## src/rtl/hazard_stall_ctrl.sv

```systemverilog
// Hazard/stall controller beside ID: load-use stall, timed MDU freeze, taken-branch squash.
// Optional perf counters (stall_cycles, flush_count) under `define HAZARD_PERF_EN.
module hazard_stall_ctrl #(
    parameter int unsigned MDU_LATENCY = 4,
    parameter int unsigned CNT_W       = 3
) (
    input  logic       clk,
    input  logic       rst,
    input  logic [4:0] ifid_rs1,
    input  logic [4:0] ifid_rs2,
    input  logic       ifid_uses_rs1,
    input  logic       ifid_uses_rs2,
    input  logic [4:0] idex_rd,
    input  logic       idex_mem_read,
    input  logic       idex_mdu_op,
    input  logic       branch_taken,
    output logic       pc_write,
    output logic       ifid_write,
    output logic       ifid_flush,
    output logic       idex_bubble,
    output logic       idex_hold
`ifdef HAZARD_PERF_EN
    ,
    output logic [31:0] stall_cycles,
    output logic [31:0] flush_count
`endif
);

    typedef enum logic [0:0] {StRun, StMduWait} state_e;

    // The first frozen cycle happens in RUN, so the wait counter covers the rest minus release.
    localparam bit MduStallEn = (MDU_LATENCY >= 2);
    localparam logic [CNT_W-1:0] CntLoad = CNT_W'((MDU_LATENCY >= 2) ? MDU_LATENCY - 2 : 0);

    state_e            state_q, state_d;
    logic [CNT_W-1:0]  cnt_q, cnt_d;
    logic              rs1_hit, rs2_hit, load_use;

    assign rs1_hit  = ifid_uses_rs1 && (ifid_rs1 == idex_rd);
    assign rs2_hit  = ifid_uses_rs2 && (ifid_rs2 == idex_rd);
    assign load_use = idex_mem_read && (idex_rd != 5'd0) && (rs1_hit || rs2_hit);

    always_comb begin
        pc_write    = 1'b1;
        ifid_write  = 1'b1;
        ifid_flush  = 1'b0;
        idex_bubble = 1'b0;
        idex_hold   = 1'b0;
        state_d     = state_q;
        cnt_d       = cnt_q;
        if (rst) begin
            pc_write    = 1'b0;
            ifid_write  = 1'b0;
            ifid_flush  = 1'b1;
            idex_bubble = 1'b1;
        end else begin
            unique case (state_q)
                StRun: begin
                    if (branch_taken) begin
                        ifid_flush  = 1'b1;
                        idex_bubble = 1'b1;
                    end else if (load_use) begin
                        pc_write    = 1'b0;
                        ifid_write  = 1'b0;
                        idex_bubble = 1'b1;
                    end else if (idex_mdu_op && MduStallEn) begin
                        pc_write   = 1'b0;
                        ifid_write = 1'b0;
                        idex_hold  = 1'b1;
                        cnt_d      = CntLoad;
                        state_d    = StMduWait;
                    end
                end
                StMduWait: begin
                    // Branch/load-use cannot occur while EX holds the MDU op.
                    if (cnt_q != '0) begin
                        pc_write   = 1'b0;
                        ifid_write = 1'b0;
                        idex_hold  = 1'b1;
                        cnt_d      = cnt_q - CNT_W'(1);
                    end else begin
                        state_d = StRun;
                    end
                end
                default: state_d = StRun;
            endcase
        end
    end

    always_ff @(posedge clk) begin
        if (rst) begin
            state_q <= StRun;
            cnt_q   <= '0;
        end else begin
            state_q <= state_d;
            cnt_q   <= cnt_d;
        end
    end

`ifdef HAZARD_PERF_EN
    logic [31:0] stall_q, flush_q;

    always_ff @(posedge clk) begin
        if (rst) begin
            stall_q <= '0;
            flush_q <= '0;
        end else begin
            if (!pc_write) stall_q <= stall_q + 32'd1;
            if (ifid_flush) flush_q <= flush_q + 32'd1;
        end
    end

    assign stall_cycles = stall_q;
    assign flush_count  = flush_q;
`endif

endmodule

```

## config.mk

```make
export PLATFORM = sky130hd
export DESIGN_NAME = hazard_stall_ctrl
export DESIGN_NICKNAME = d
export VERILOG_FILES = /design/src/rtl/hazard_stall_ctrl.sv
export SDC_FILE = /design/constraint.sdc
export NUM_CORES = 1
export LEC_CHECK = 0
export CAP_MARGIN = 20
export CELL_PAD_IN_SITES_DETAIL_PLACEMENT = 0
export CELL_PAD_IN_SITES_GLOBAL_PLACEMENT = 2
export CORE_UTILIZATION = 18
export CTS_CLUSTER_SIZE = 20
export DETAILED_ROUTE_END_ITERATION = 10
export GPL_TIMING_DRIVEN = 0
export PLACE_DENSITY_LB_ADDON = 0.1
export SLEW_MARGIN = 20
export SYNTH_ARGS = -nofsm -noshare
export SYNTH_HDL_FRONTEND = slang
export SYNTH_SLANG_ARGS = --single-unit
```

## constraint.sdc

```tcl
create_clock -name clk -period 2.1 [get_ports clk]
set_input_delay 0.42 -clock clk [delete_from_list [all_inputs] [get_ports clk]]
set_output_delay 0.42 -clock clk [all_outputs]
set_load 0.01 [all_outputs]
```

==> Yosys cells after proc, flatten, opt, wreduce, memory -nomap -nowiden <==
Cells that the tools add are included.
{ "word_totals": {"regBits": 4, "inputBits": 22, "output_inout_bits": 5, "word_cells": 42} }
{ "op_classes": {"add_sub_neg": 1, "n_eq_ne": 6, "muxes": 24, "n_bitwise": 1, "n_reduce_logical": 8} }
{ "op_table": {"columns": ["op", "n"], "rows": [
  ["2-to-1 mux 1 bit", 17],
  ["2-to-1 mux 3 bit", 4],
  ["== test 5 bit", 2],
  ["inequality test 2 bit (second input constant)", 3],
  ["one-hot mux 3 bit (2 select lines)", 1],
  ["nonzero test 5 bit", 1],
  ["logical AND 1 bit", 4],
  ["one-hot mux 1 bit (2 select lines)", 2],
  ["AND reduction 4 bit", 1],
  ["nonzero test 3 bit", 1],
  ["subtractor 3 x 1 -> 3 bit (second input constant)", 1],
  ["inequality test 2 x 1 -> 1 bit (second input constant)", 1],
  ["logical OR 1 bit", 1],
  ["inverter 1 bit", 1]
]} }

==> Longest topological paths before layout <==
{ "logic_depth": {"word_depth": 8, "mapped_depth": 6, "mapped_depth_nobuf": 6} }

==> Least setup slack after synthesis <==
No wires, ideal clock.
{ "synth_path": {"path_type": "input-to-output", "startpoint": "in idex_rd[1]", "endpoint": "out pc_write", "t_arrival_ns": 1.694, "required_time_ns": 1.680, "path_slack_ns": -0.014, "path_stages": 4, "n_path_buf": 1, "path_cell_list": "or4_1 -> o21a_2 -> a311oi_2 -> buf_4"} }
{ "synth_via": {"elab_chain_len": 8, "elab_cells_between_ends": 12, "classes_between": "2 x eq/ne; 4 x mux; 6 x reduce/logical"} }
{ "synth_lines": {"columns": ["item", "line_no", "rtl"], "rows": [
  ["from (decl)", "13", "input logic [4:0] idex_rd,"],
  ["== test 5 bit (on tied branches)", "39, 40", null],
  ["logical AND 1 bit (on tied branches)", "39, 40", null],
  ["logical OR 1 bit", "41", "assign load_use = idex_mem_read && (idex_rd != 5'd0) && (rs1_hit || rs2_hit);"],
  ["logical AND 1 bit (*)", "41", null],
  ["2-to-1 mux 1 bit (*) (2 in series)", null, null],
  ["one-hot mux 1 bit (2 select lines) (*)", null, null],
  ["2-to-1 mux 1 bit (*)", null, null],
  ["to (decl)", "17", "output logic pc_write,"]
]} }
Mark *: on every way between the ends. The rest lies on a longest branch, timed or not.

==> Worst setup path after layout <==
{ "layout_path": {"startpoint": "in idex_rd[2]", "endpoint": "out idex_bubble"} }
{ "layout_via": {"elab_chain_len": 8, "elab_cells_between_ends": 12, "classes_between": "2 x eq/ne; 4 x mux; 6 x reduce/logical"} }
{ "layout_lines": {"columns": ["item", "line_no", "rtl"], "rows": [
  ["== test 5 bit (on tied branches)", "39, 40", null],
  ["logical AND 1 bit (on tied branches)", "39, 40", null],
  ["logical OR 1 bit", "41", null],
  ["logical AND 1 bit (*)", "41", null],
  ["2-to-1 mux 1 bit (*)", "62", "end else if (load_use) begin"],
  ["2-to-1 mux 1 bit (*)", "59", "if (branch_taken) begin"],
  ["2-to-1 mux 1 bit (*)", "57", "unique case (state_q)"],
  ["2-to-1 mux 1 bit (*)", "51", "if (rst) begin"],
  ["to (decl)", "20", "output logic idex_bubble,"]
]} }
Marked as above.

==> out/metrics.yaml <==
worstSkewPairLatency_ps: 240
final_cell_area_um2: 890
finalCritPeriodShare_pct: 102
criticalPathCategory: "in -> out"
antenna_violations_before_repair: 0
cap_violations: 0
synth_warnings: 0
hold_viol: 0
synth_fp_nets: 78
finalNetCount: 118
routed-via-count: 551
post_synth_xor_area_fraction_pct: 20.3
finalWirelength_um: 1410
cts_max_level: 1
synth_compound_area_share_pct: 30.8
totalNegativeSetupSlack_ps: -139
placedInstanceArea_um2: 737
muxShareOfSynthArea_pct: 0
cellPowerDensity_nw_per_um2: 385
post_synth_num_cell_types: 24
peakVddDrop_uv: 309
ant_nets: 0
post_synth_and_or_nand_nor_area_fraction_pct: 19.2
synth_seq_area_share_pct: 18.6
drt-initial-drc-count: 2
most_frequent_cells_in_the_layout: "9 x xnor2_1, 9 x dlygate4sd2_1, 7 x buf_6"
grt_pass1_wl_um: 2380
worst_clock_skew_ps: 2.33
globalplace.congestion: 0.694
critical_path.startpoint_type: "primary input"
std_cell_rows: 17
worst-endpoint-required_ps: 1680
layoutNonFillerInstCount: 120
synthesis.area_um2: 430
die_footprint_um2: 2590
die_height_um: 50.9
cts_hold_buf: 0
adder_and_majority_gate_portion_of_the_synthesized_area_pct: 5.81
finalMaxSlewViolations: 0
total_power_uw: 342
setup_viol_count_final: 3
worst_setup_path_end_kind: "output pin"
max_freq_mhz: 465
clk_path_buf_depth: 2
min_path_type: "reg -> reg"
fillCellCount: 256
min_period_ps: 2150
area_growth_syn_to_layout_pct: 107
worst_ep_arrival_time_ps: 1730
grt_setup_unrepaired: "true"
finalCoreUtilization_pct: 39.8
effective_utilization_at_floorplan_pct: 19.3
drc: 0
final_layout_size_suffix_gt1_share_pct: 38.0
clockRootBuffer: "clkbuf_4"
cp_max_fo: 3
cts.sinks: 4
cts.clk_slew.worst_paths_ps: 40
dp.cells: 108
diodes: 0
fin_worst_hold_slack_ps: 531
num_io_pins: 27
worst_slew_margin_rel_pct: 77.3
synth_top_family_by_area: "compound AO/OA/AOI/OAI gates"
failing_checks: "negative setup slack"
cts_tree: "built"
overflow: 0
yosys_reg_bits: 4
grt_use_total_pct: 12.0
chipWidth_um: 50.9
power.static_leakage_nw: 0.346
tightest_slew_ps: 340
worst_slack_ps: -51.5
synthesis.area_per_instance_um2: 7.97
placement.io_buffers: 26
detail_route.wl_per_cell_um: 11.8
grt_start_max_net_pins: 8
first_global_vias: 581
vias_per_cell: 4.59
dp.final_hpwl_um: 1050
outcome: "complete, but fails checks"
detail_route.first_pass.iterations: 2
cts_bufs_inserted: 3
core_area_um2: 2230
setup_slack_at_placement_ps: -981
synthesis.instances: 54
## final timing paths
| check | start | end | slack (ps) | cells past startpoint |
|---|---|---|---|---|
| max reg2reg | cnt_q[0]$_SDFFE_PP0P_ | cnt_q[0]$_SDFFE_PP0P_ | 740 | 6 |
| max | idex_rd[2] | idex_bubble | -50 | 6 |
| min | cnt_q[1]$_SDFFE_PP0P_ | cnt_q[1]$_SDFFE_PP0P_ | 530 | 2 |
| min reg2reg | cnt_q[1]$_SDFFE_PP0P_ | cnt_q[1]$_SDFFE_PP0P_ | 530 | 2 |
## layer usage
metal / vias up / track usage (%) / wire length (µm)
met3: 2 / 4.17 / 88
met5: - / 0 / 0
met4: 0 / 2.78 / 10
met2: 15 / 19.7 / 634
li1: 280 / - / -
met1: 254 / 14.9 / 680
## area by class of cell
type,count,area (µm²),area share (%)
Multi-Input combinational cell,45,414,46.6
Timing Repair Buffer,35,315,35.4
Sequential cell,4,80.1,9.00
Tap cell,28,35.0,3.94
Clock buffer,3,22.5,2.53
Inverter,4,15.0,1.69
Buffer,1,7.51,0.844
## timing repair
item / CTS / global route
gates resized for setup: 69 / 11
setup endpoints to repair: 5 / 4
buffers inserted: 8 / 1
pin swaps: 15 / 10
## power breakdown
part           leakage [nW]  internal [mW]  switching (mW)
Combinational         0.299         0.0894          0.0693
Clock                0.0138         0.0641          0.0348
Sequential           0.0327         0.0805         0.00395
Total                 0.346          0.234           0.108
## synthesized netlist by cell type, drive strengths merged
library cell  number  area share (%)
xnor2             10              20
nand2              5             4.4
dfxtp              4              19
inv                4             3.5
a31oi              3             4.4
nand4              3             4.4
o21ai              3             3.5
ha                 2             5.8
nand2b             2             2.9
nor3               2             2.3
o211ai             2             3.5
o22ai              2             2.9
a21boi             1             1.7
a21oi              1             1.2
a311oi             1             3.5
a31o               1             2.0
a41oi              1             2.0
buf                1             1.7
nor2b              1             1.5
o2111ai            1             2.0
o21a               1             2.0
o22a               1             2.0
or3b               1             2.0
or4                1             1.7
## critical path, cell delays in order
cell and delay (ps):
buf_8 90, or4_4 530, o21a_4 240, buf_6 120, a31o_1 190, buf_2 140
## cell families after synthesis
logic type	after synthesis
flops	4
fa+ha+maj	2
compound gates	18
buf+inv	5
simple gates	15
xor+xnor	10
## flip-flops by register name, summed over array words and instances (netlist names)
| signal | count |
|---|---|
| state_q | 1 |
| cnt_q | 3 |
(Power assumes the default switching activity.)
==> patch 1: new RTL, same settings <==
The parameter `CNT_W` goes from 3 to 6.
--- a/src/rtl/hazard_stall_ctrl.sv
+++ b/src/rtl/hazard_stall_ctrl.sv
@@ -3,5 +3,5 @@
 module hazard_stall_ctrl #(
     parameter int unsigned MDU_LATENCY = 4,
-    parameter int unsigned CNT_W       = 3
+    parameter int unsigned CNT_W       = 6
 ) (
     input  logic       clk,
Formal check against the unedited RTL: no difference found for any inputs over 10 cycles, from zero or initial values and one cycle with rst high; that may be too few to reach the edited logic, so the function may still have changed.
==> patch 1 against the original RTL <==
Synthesized cell count rose by 46%; sequential cell count increased by 3; setup slack worse by 170 ps; cell area up 28%; the run still ends with negative setup slack left; count of clock-buffer cells in the layout rose by 1; first-iteration DRC count rose to 4.5 times the old value; total power grew 62%; synthesized area rose by 51%; routed wire length grew 45%.
==> patch 1: results (changes against the original RTL) <==
{
  "cp-endpoint": {"value": "idex_hold"},
  "violated_checks": {"value": "negative setup slack"},
  "outcome": {"value": "complete, but fails checks"},
  "met3_track_utilization_from_global_routing": {"value": 1.86, "unit": "%", "change": "-2.3 points"},
  "sh_seq_area": {"value": 12.5, "unit": "%", "change": "+3.5 points"},
  "metal3_wl": {"value": 93, "unit": "um", "change": "+5.7%"},
  "power.ir.vdd_worst": {"value": 256, "unit": "uV", "change": "-17%"},
  "layout_top_registers": {"value": "cnt_q x6, state_q x1"},
  "num-fill-cells": {"value": 360, "change": "+41%"},
  "grt_util_all_layers": {"value": 11.0, "unit": "%", "change": "-0.98 points"},
  "synth-compound-area-share": {"value": 22.5, "unit": "%", "change": "-8.3 points"},
  "clockPowerShare": {"value": 23.8, "unit": "%", "change": "-5.1 points"},
  "final_critical_path_setup_slack": {"value": -220, "unit": "ps", "change": "-168 ps"},
  "totalNegativeSetupSlack": {"value": -636, "unit": "ps", "change": "-498 ps"},
  "p_int": {"value": 371, "unit": "uW", "change": "+59%"},
  "multi_input_comb_area": {"value": 549, "unit": "um^2", "change": "+33%"},
  "critPathLaunch": {"value": "idex_rd[4]"},
  "clk-insertion-delay-late": {"value": 260, "unit": "ps", "change": "+20 ps"},
  "critical_path.reg2reg.startpoint": {"value": "cnt_q[1]$_SDFFE_PP0P_"},
  "power.share.sequential": {"value": 28.4, "unit": "%", "change": "+3.7 points"},
  "grt_start_max_net_pins": {"value": 11, "change": "+3"},
  "global_route_met2_usage": {"value": 19.8, "unit": "%", "change": "+0.020 points"},
  "core_area": {"value": 3390, "unit": "um^2", "change": "+52%"},
  "setup_viol_count_final": {"value": 4, "change": "+1"},
  "post_drt_via_cell_ratio": {"value": 4.36, "change": "-5.0%"},
  "route.met2.wl": {"value": 1060, "unit": "um", "change": "+67%"},
  "drt-pass1-iter-count": {"value": 4, "change": "+2"},
  "multiInputCombCellCount": {"value": 65, "change": "+44%"}
}
-- patch 1: cell types whose count changed after synthesis, sizes merged, moves of 3 or more --
cell and delta:
a21oi +3, dfxtp +3, nand2 +3, nand3 +4, nor2b +3
-- patch 1: logic make-up (layout without fill, tap and decap cells) --
| logic type | Yosys count | in the layout |
|---|---|---|
| AO/OA/AOI/OAI | 19 | 19 |
| XOR/XNOR | 10 | 10 |
| adder cells (fa/ha/maj) | 2 | 2 |
| buffers and inverters | 7 | 48 |
| flip-flops | 7 | 7 |
| multiplexers | 1 | 1 |
| AND/OR/NAND/NOR | 33 | 33 |
-- patch 1: per-stage QoR --
stage	total power, uW	utilization, %
3_3_place_gp	376	28.6
2_1_floorplan	285	-
6_report	553	33.7
5_1_grt	594	33.7
4_1_cts	560	33.4
3_5_place_dp	375	28.6
-- patch 1: worst min-delay path by stage --
stage	from	end	slack, ps
2_1_floorplan	cnt_q[0]$_SDFFE_PP0P_	cnt_q[0]$_SDFFE_PP0P_	480
3_3_place_gp	cnt_q[1]$_SDFFE_PP0P_	cnt_q[1]$_SDFFE_PP0P_	490
3_5_place_dp	cnt_q[1]$_SDFFE_PP0P_	cnt_q[1]$_SDFFE_PP0P_	500
4_1_cts	cnt_q[1]$_SDFFE_PP0P_	cnt_q[1]$_SDFFE_PP0P_	500
5_1_grt	rst	cnt_q[0]$_SDFFE_PP0P_	490
6_report	rst	cnt_q[2]$_SDFFE_PP0P_	480
-- patch 1: repair_timing --
| action | in CTS | in global routing |
|---|---|---|
| resized for setup | 72 | 0 |
| setup buffers | 11 | 1 |
| setup endpoints to repair | 10 | 4 |
| pin swaps | 17 | 2 |
==> patch 2: new RTL, config.mk and constraints unchanged <==
Without the edit above. Add an input register stage for `ifid_rs2`, without a reset; this delays it by one clock. The other inputs are not delayed to match.
--- a/src/rtl/hazard_stall_ctrl.sv
+++ b/src/rtl/hazard_stall_ctrl.sv
@@ -33,4 +33,10 @@
     localparam logic [CNT_W-1:0] CntLoad = CNT_W'((MDU_LATENCY >= 2) ? MDU_LATENCY - 2 : 0);
 
+    logic [4:0] ifid_rs2_q;
+
+    always_ff @(posedge clk) begin
+        ifid_rs2_q <= ifid_rs2;
+    end
+
     state_e            state_q, state_d;
     logic [CNT_W-1:0]  cnt_q, cnt_d;
@@ -38,5 +44,5 @@
 
     assign rs1_hit  = ifid_uses_rs1 && (ifid_rs1 == idex_rd);
-    assign rs2_hit  = ifid_uses_rs2 && (ifid_rs2 == idex_rd);
+    assign rs2_hit  = ifid_uses_rs2 && (ifid_rs2_q == idex_rd);
     assign load_use = idex_mem_read && (idex_rd != 5'd0) && (rs1_hit || rs2_hit);
 
Function: changed (a bounded check fails within 4 cycles, from zero or initial values and one cycle with rst high).
==> patch 2 against the original RTL <==
Largest cell class unchanged; total power is 38% higher; worst hold slack improved by 11 ps; largest power group is now registers; routed wire length rose by 1.5%; sequential power is 120% higher; the run ends with design-rule violations, negative setup slack left; cell area increased by 8.0%; setup slack got worse by 36 ps; sequential cell count grew 5; synthesized area grew 29%; clock skew is 1.0 ps higher; first-iteration DRC count grew to 2.5 times the old value; cell count grew 4.2%; via count shrank 0.54%; register-to-register slack worse by 50 ps.
==> patch 2: results (changes against the original RTL) <==
{
  "totalNegativeSetupSlack": {"value": -157, "unit": "ps", "change": "-18.8 ps"},
  "most_numerous_cell_types_in_the_synthesized_netlist": {"value": "xnor2_1 (10), dfxtp_1 (9), inv_1 (4)"},
  "outcome": {"value": "complete, but fails checks"},
  "drc": {"value": 2, "change": "+2"},
  "instance_area_at_placement": {"value": 855, "unit": "um^2", "change": "+16%"},
  "power_switching": {"value": 136, "unit": "uW", "change": "+26%"},
  "power.ir.vdd_worst": {"value": 205, "unit": "uV", "change": "-34%"},
  "grt_util_all_layers": {"value": 10.6, "unit": "%", "change": "-1.4 points"},
  "maxSlewHeadroom": {"value": 80.0, "unit": "%", "change": "+2.7 points"},
  "cts_setup_buffers": {"value": 5, "change": "-3"},
  "synthesis.instances": {"value": 59, "change": "+9.3%"},
  "metal3_wl": {"value": 75, "unit": "um", "change": "-15%"},
  "r2r_slack": {"value": 690, "unit": "ps", "change": "-50 ps"},
  "power.combinational.total": {"value": 148, "unit": "uW", "change": "-7%"},
  "global_route_met2_usage": {"value": 15.9, "unit": "%", "change": "-3.8 points"},
  "finalNetCount": {"value": 119, "change": "+0.85%"},
  "totalPowerFinal": {"value": 472, "unit": "uW", "change": "+38%"},
  "layout_cells_sized_above_1": {"value": 37.2, "unit": "%", "change": "-0.81 points"},
  "met3_track_utilization_from_global_routing": {"value": 2.95, "unit": "%", "change": "-1.2 points"},
  "timing.hold.ws": {"value": 543, "unit": "ps", "change": "+11.4 ps"},
  "route.met2.wl": {"value": 659, "unit": "um", "change": "+3.9%"},
  "num-fill-cells": {"value": 294, "change": "+15%"},
  "grt_first_pass_wirelength": {"value": 2580, "unit": "um", "change": "+8.4%"},
  "clockPowerShare": {"value": 29.3, "unit": "%", "change": "+0.4 points"},
  "biggest_fanout_along_the_worst_timing_path": {"value": 2, "change": "-1"},
  "setup_viol_count_final": {"value": 4, "change": "+1"},
  "layout_top_registers": {"value": "ifid_rs2_q x5, cnt_q x3, state_q x1"},
  "clk_pin_slew_worst_paths": {"value": 70, "unit": "ps", "change": "+30 ps"},
  "first_global_vias": {"value": 564, "change": "-2.9%"},
  "hpwl_after_dpl": {"value": 1130, "unit": "um", "change": "+7.7%"},
  "ctsResizeCount": {"value": 56, "change": "-19%"},
  "cp-endpoint": {"value": "pc_write"},
  "drt-initial-drc-count": {"value": 5, "change": "+3"},
  "finalWirelength": {"value": 1440, "unit": "um", "change": "+1.5%"},
  "final_critical_path_setup_slack": {"value": -87.0, "unit": "ps", "change": "-35.5 ps"},
  "synth.yosys.seq_area_share": {"value": 32.4, "unit": "%", "change": "+14 points"},
  "violated_checks": {"value": "design-rule violations, negative setup slack"},
  "post_drt_via_cell_ratio": {"value": 4.38, "change": "-4.5%"},
  "grt_util_met1": {"value": 13.9, "unit": "%", "change": "-1.0 points"}
}
[patch 2: cell types whose count changed after synthesis, sizes merged, moves of 2 or more]
cell and change:
a211oi +2, nand2 -2, dfxtp +5, o211ai -2
[patch 2: kinds of logic (layout without fill, tap and decap cells)]
kind of cell | count (synthesis) | count (layout) | synth area share (%)
simple gates | 16 | 16 | 18.2
flops | 9 | 9 | 32.4
xor+xnor | 10 | 10 | 15.8
compound gates | 16 | 16 | 23.0
buf+inv | 6 | 41 | 6.08
fa+ha+maj | 2 | 2 | 4.50
[patch 2: cell type report]
type | instances | area [um^2] | share of cell area, %
plain buffers | 2 | 18.8 | 1.95
clock buffers | 3 | 22.5 | 2.34
clock inverters | 1 | 5.00 | 0.521
inverters | 4 | 15.0 | 1.56
multi-input cells | 44 | 394 | 41.0
flip-flops and latches | 9 | 181 | 18.9
well taps | 31 | 38.8 | 4.04
repair buffers | 31 | 285 | 29.7
